`config.mk`:
```
export PLATFORM = sky130hd
export DESIGN_NAME = srl_delay_arbiter
export DESIGN_NICKNAME = d
export VERILOG_FILES = /design/src/rtl/srl_delay_arbiter.sv
export SDC_FILE = /design/constraint.sdc
export NUM_CORES = 1
export LEC_CHECK = 0
export ABC_AREA = 0
export BUFFER_PORTS_ARGS = -buffer_cell sky130_fd_sc_hd__buf_2
export CORE_MARGIN = 3
export CORE_UTILIZATION = 45
export DETAILED_ROUTE_END_ITERATION = 8
export GPL_TIMING_DRIVEN = 0
export PLACE_DENSITY = 0.75
export SLEW_MARGIN = 15
export SYNTH_ARGS = -nofsm -noshare
export SYNTH_HDL_FRONTEND = slang
export SYNTH_SLANG_ARGS = --single-unit
```
`constraint.sdc`:
```
create_clock -name clk -period 2.5 [get_ports clk]
set_input_delay 0.125 -clock clk [delete_from_list [all_inputs] [get_ports clk]]
set_output_delay 0.125 -clock clk [all_outputs]
set_load 0.005 [all_outputs]
```
`src/rtl/srl_delay_arbiter.sv`:
```
// Round-robin arbiter and pipeline controller for a shared SRL delay line.
// Carries a valid bit and a requester tag alongside the data, and stalls the line on backpressure.
module srl_delay_arbiter #(
    parameter int unsigned C_CLOCK_CYCLES = 4,
    parameter int unsigned C_NUM_REQ      = 4,
    parameter int unsigned C_TAG_WIDTH    = 2
) (
    input  logic                   clk,
    input  logic                   rst,
    input  logic [C_NUM_REQ-1:0]   req_valid,
    output logic [C_NUM_REQ-1:0]   req_ready,
    input  logic                   flush,
    output logic                   srl_ce,
    output logic [C_TAG_WIDTH-1:0] srl_sel,
    output logic                   out_valid,
    output logic [C_TAG_WIDTH-1:0] out_tag,
    input  logic                   out_ready,
    output logic [6:0]             occupancy
);

    localparam int unsigned HEAD = C_CLOCK_CYCLES - 1;
    localparam logic [C_TAG_WIDTH-1:0] LAST_REQ = C_TAG_WIDTH'(C_NUM_REQ - 1);

    logic [C_CLOCK_CYCLES-1:0]                  vld_sr_q, vld_sr_d;
    logic [C_CLOCK_CYCLES-1:0][C_TAG_WIDTH-1:0] tag_sr_q, tag_sr_d;
    logic [C_TAG_WIDTH-1:0]                     rr_ptr_q, rr_ptr_d;
    logic [6:0]                                 occ_q, occ_d;

    logic                   found_hi, found_lo;
    logic [C_TAG_WIDTH-1:0] grant_hi, grant_lo;
    logic                   grant_any;
    logic [C_TAG_WIDTH-1:0] grant;
    logic [C_TAG_WIDTH-1:0] sel_int;
    logic                   head_valid;
    logic                   accept;
    logic                   consume;

    // Two-segment priority scan: the lowest requester at or above rr_ptr wins, and
    // otherwise the lowest requester below it, which equals the wrapping scan order.
    always_comb begin
        found_hi = 1'b0;
        found_lo = 1'b0;
        grant_hi = '0;
        grant_lo = '0;
        for (int j = C_NUM_REQ - 1; j >= 0; j--) begin
            if (req_valid[j]) begin
                if (j >= int'(rr_ptr_q)) begin
                    found_hi = 1'b1;
                    grant_hi = C_TAG_WIDTH'(j);
                end else begin
                    found_lo = 1'b1;
                    grant_lo = C_TAG_WIDTH'(j);
                end
            end
        end
        grant_any = found_hi | found_lo;
        grant     = found_hi ? grant_hi : grant_lo;
        sel_int   = grant_any ? grant : rr_ptr_q;
    end

    always_comb begin
        head_valid = vld_sr_q[HEAD];
        srl_ce     = flush | ~(head_valid & ~out_ready);
        accept     = srl_ce & ~flush & grant_any;
        consume    = head_valid & out_ready & srl_ce;
        // Gating with rst keeps the handshake quiet while reset is held low.
        for (int j = 0; j < C_NUM_REQ; j++) begin
            req_ready[j] = rst & accept & (grant == C_TAG_WIDTH'(j));
        end
        srl_sel = rst ? sel_int : '0;
    end

    always_comb begin
        vld_sr_d = vld_sr_q;
        tag_sr_d = tag_sr_q;
        rr_ptr_d = rr_ptr_q;
        occ_d    = occ_q;
        if (flush) begin
            // Tags and pointer are left alone; the cleared valid bits mask the stale data.
            vld_sr_d = '0;
            occ_d    = '0;
        end else if (srl_ce) begin
            for (int i = C_CLOCK_CYCLES - 1; i > 0; i--) begin
                vld_sr_d[i] = vld_sr_q[i-1];
                tag_sr_d[i] = tag_sr_q[i-1];
            end
            vld_sr_d[0] = accept;
            tag_sr_d[0] = sel_int;
            if (accept) begin
                rr_ptr_d = (grant == LAST_REQ) ? '0 : grant + 1'b1;
            end
            if (accept && !consume) begin
                occ_d = occ_q + 7'd1;
            end else if (consume && !accept) begin
                occ_d = occ_q - 7'd1;
            end
        end
    end

    always_ff @(posedge clk or negedge rst) begin
        if (!rst) begin
            vld_sr_q <= '0;
            tag_sr_q <= '0;
            rr_ptr_q <= '0;
            occ_q    <= '0;
        end else begin
            vld_sr_q <= vld_sr_d;
            tag_sr_q <= tag_sr_d;
            rr_ptr_q <= rr_ptr_d;
            occ_q    <= occ_d;
        end
    end

    assign out_valid = vld_sr_q[HEAD];
    assign out_tag   = tag_sr_q[HEAD];
    assign occupancy = occ_q;

endmodule
```
==> impl_metrics.toml <==
[clocking]
insertion_delay_ns = 0.31
htreeDepth = 1
clock_path_buffers = 2
root_buffer = "clkbuf_4"
cts-buffers-inserted = 3
path_clk_slew_ns = 0.11
cts_sinks = 21
cts_tree = "done"

[logic_synthesis]
postSynthAreaPerCell_um2 = 10.3
yosysSeqAreaShare_pct = 41.6
synthArstFlopShare_pct = 100
synth_edf_count = 0
synth_cell_type_count = 34
ys_warn_count = 0
synth_top_flop_cell = "dfrtp_1"
ys_seq_elements = 21
syn-num-nets = 142
netlist_area_um2 = 1260
synth_cells = 123

[timing]
slew_viol_final = 0
post-route-period-util_pct = 93.7
tightest_slew_ns = 0.731
tns_ns = 0
clock_skew_ns = 0.00402
period_minus_slack_ns = 2.34
rsz0062_at_grt = "false"
setup_slack_ns = 0.157
finalSetupViolations = 0
relSlewSlack_pct = 50.9
fmax_mhz = 427
hold_viol = 0

[placement]
hpwl_um = 1930
port_buffers = 24
gp_congestion = 0.805
place_ws_ns = -0.192
dpl_cell_area_um2 = 1420

[grt]
grt_pass1_vias = 972
grt_antenna_before_repair = 0
grt_max_degree = 28
track_usage_pct = 16.3
overflow = 0
grt_pass1_wl_um = 4230

[cells_and_area]
n_antenna_cell = 0
final_util_pct = 57.7
drive_gt1_share_pct = 29.4
area_growth_pct = 17.4
finalNetCount = 173
fill_cells = 232
design_area_um2 = 1480

[critical_path]
cp_cell_sequence = "or3_4 -> ha_1 -> o21a_1 -> o31a_1 -> o22ai_1 -> mux2i_1 -> mux2_2"
crit_buf_inv = 0
worstSetupPathType = "register to register"
crit_arrival_ns = 2.55
worst_path_dominant_cell_family = "multiplexers"
slowest_delay_ns = 0.45
ff2ff_path_depth = 7
crit_fanout = 7
crit_slowest_cell = "or3_4"
worstSetupStartpointType = "register"
setup.worst_path.end_class = "register"
required_ns = 2.70
cp.depth = 7

[drt]
vias = 1005
wl_um = 2520
first_iter_violations = 34
routedWlPerCell_um = 13.8
antenna_left = 0
drtPass1Iterations = 4
viasPerCell = 5.49
drc_errors = 0

[hold_path]
hp-class = "input pin to register"
min_path_cells = 4

[run_status]
status = "finished clean"

[power]
ir_drop_mv = 0.561
power_density_nw_per_um2 = 835
p_leak_uw = 0.000757

[floorplanning]
start_util_pct = 49.2
num_rows = 18
die_area_um2 = 3480
fp.coreArea_um2 = 2570
die_y_um = 59.0
chipWidth_um = 59.0
ioPinCount = 25

[flow_run]
drv_cap = 0
-- Yosys cell counts, drive strengths merged, types with 2 or more instances --
master / count / area, um^2
xnor2: 2 / 17.5
or2: 2 / 12.5
inv: 8 / 30.0
a21boi: 3 / 22.5
mux2i: 5 / 50.1
mux2: 8 / 90.1
clkbuf: 3 / 11.3
nor2b: 4 / 25.0
a22o: 2 / 17.5
o21ai: 3 / 15.0
o21a: 2 / 15.0
a21o: 2 / 15.0
dfrtp: 21 / 526
a21oi: 5 / 25.0
nor2: 14 / 52.6
buf: 3 / 20.0
o22ai: 2 / 12.5
ha: 10 / 125
nand2: 4 / 15.0
a31oi: 3 / 18.8
and3: 5 / 31.3
-- area by class of cell --
class	instances	area [um^2]	area share, %
buffer	6	31.3	2.11
sequential	21	526	35.4
clock inverter	1	5.00	0.338
tap	30	37.5	2.53
inverter	8	30.0	2.03
timing repair buffer	26	138	9.28
clock buffer	3	22.5	1.52
multi-input combinational	88	693	46.8
-- metal layers --
metal | up-vias | global-route usage (%) | wire length, um
met5 | - | 0 | 0
met4 | 0 | 8.74 | 56
met3 | 5 | 3.51 | 122
met2 | 23 | 28.5 | 1270
met1 | 487 | 18.4 | 1070
li1 | 490 | - | -
-- worst register-to-register path: cells and delay by family, from the launching register on --
family | cells | cell delay [ns]
simple gates | 1 | 0.45
mux | 2 | 0.57
fa+ha+maj | 1 | 0.36
compound gates | 3 | 0.47
flops | 1 | 0.39
-- placed cells by master, fill, tap and decap left out, drive strengths merged, types with 2 or more instances in the layout --
cell	Yosys	routed
o21a	2	2
and3	5	5
xnor2	2	2
o21ai	3	3
mux2i	5	5
a21o	2	2
or2	2	2
a21oi	5	5
inv	8	8
a31oi	3	3
clkbuf	3	6
nor2b	4	4
a21boi	3	3
o22ai	2	2
a22o	2	2
buf	3	28
ha	10	10
nor2	14	14
mux2	8	8
dfrtp	21	21
nand2	4	4
-- report_power, final --
part	leakage, uW	internal, uW	switching, uW
logic	0.000483	291	274
clock network	0.0000177	59.8	106
registers	0.000256	441	67.1
total	0.000757	792	446
-- final timing paths --
check | start | end | slack [ns]
worst max-delay path | vld_sr_q[3] | occupancy[6] | 0.16
min in group asynchronous | rst | occupancy[2] | 0.31
max in group asynchronous | rst | occupancy[6] | 1.84
worst min-delay path | out_ready | vld_sr_q[3] | 0.12
worst min register to register | vld_sr_q[0] | vld_sr_q[0] | 0.50
worst max register to register | vld_sr_q[3] | occupancy[6] | 0.16
-- flip-flops by register name, indices dropped and copies added, names as in the netlist --
register	flops
occupancy	7
out_tag	2
rr_ptr_q	2
tag_sr_q	6
vld_sr_q	4
-- cell families (layout without fill, tap and decap cells) --
logic type               count (synthesis)  after routing  share of synthesized area, %
XOR/XNOR                                 3              3                          2.08
multiplexers                            13             13                          11.1
AO/OA/AOI/OAI                           25             25                          13.2
flip-flops                              21             21                          41.6
adder cells (fa/ha/maj)                 11             11                          11.5
buffers and inverters                   14             44                          4.86
AND/OR/NAND/NOR                         36             36                          15.7
-- what timing repair did --
action | CTS | global route
endpoints found under the hold margin | 21 | 0
endpoints found under the setup margin | 1 | 3
gates resized for setup | 1 | 2
hold buffers | 1 | 0
setup buffers | 1 | 0
-- per-stage QoR --
| stage | hold slack, ns | std cells | power, uW |
|---|---|---|---|
| after global placement | 0.133 | 177 | 1030 |
| after floorplan | -0.171 | 123 | 894 |
| after global routing | 0.123 | 183 | 1360 |
| final | 0.123 | 183 | 1240 |
| after detailed placement | 0.135 | 177 | 1070 |
| after CTS | 0.110 | 183 | 1240 |
No activity file was read; power rests on OpenSTA's default activity.
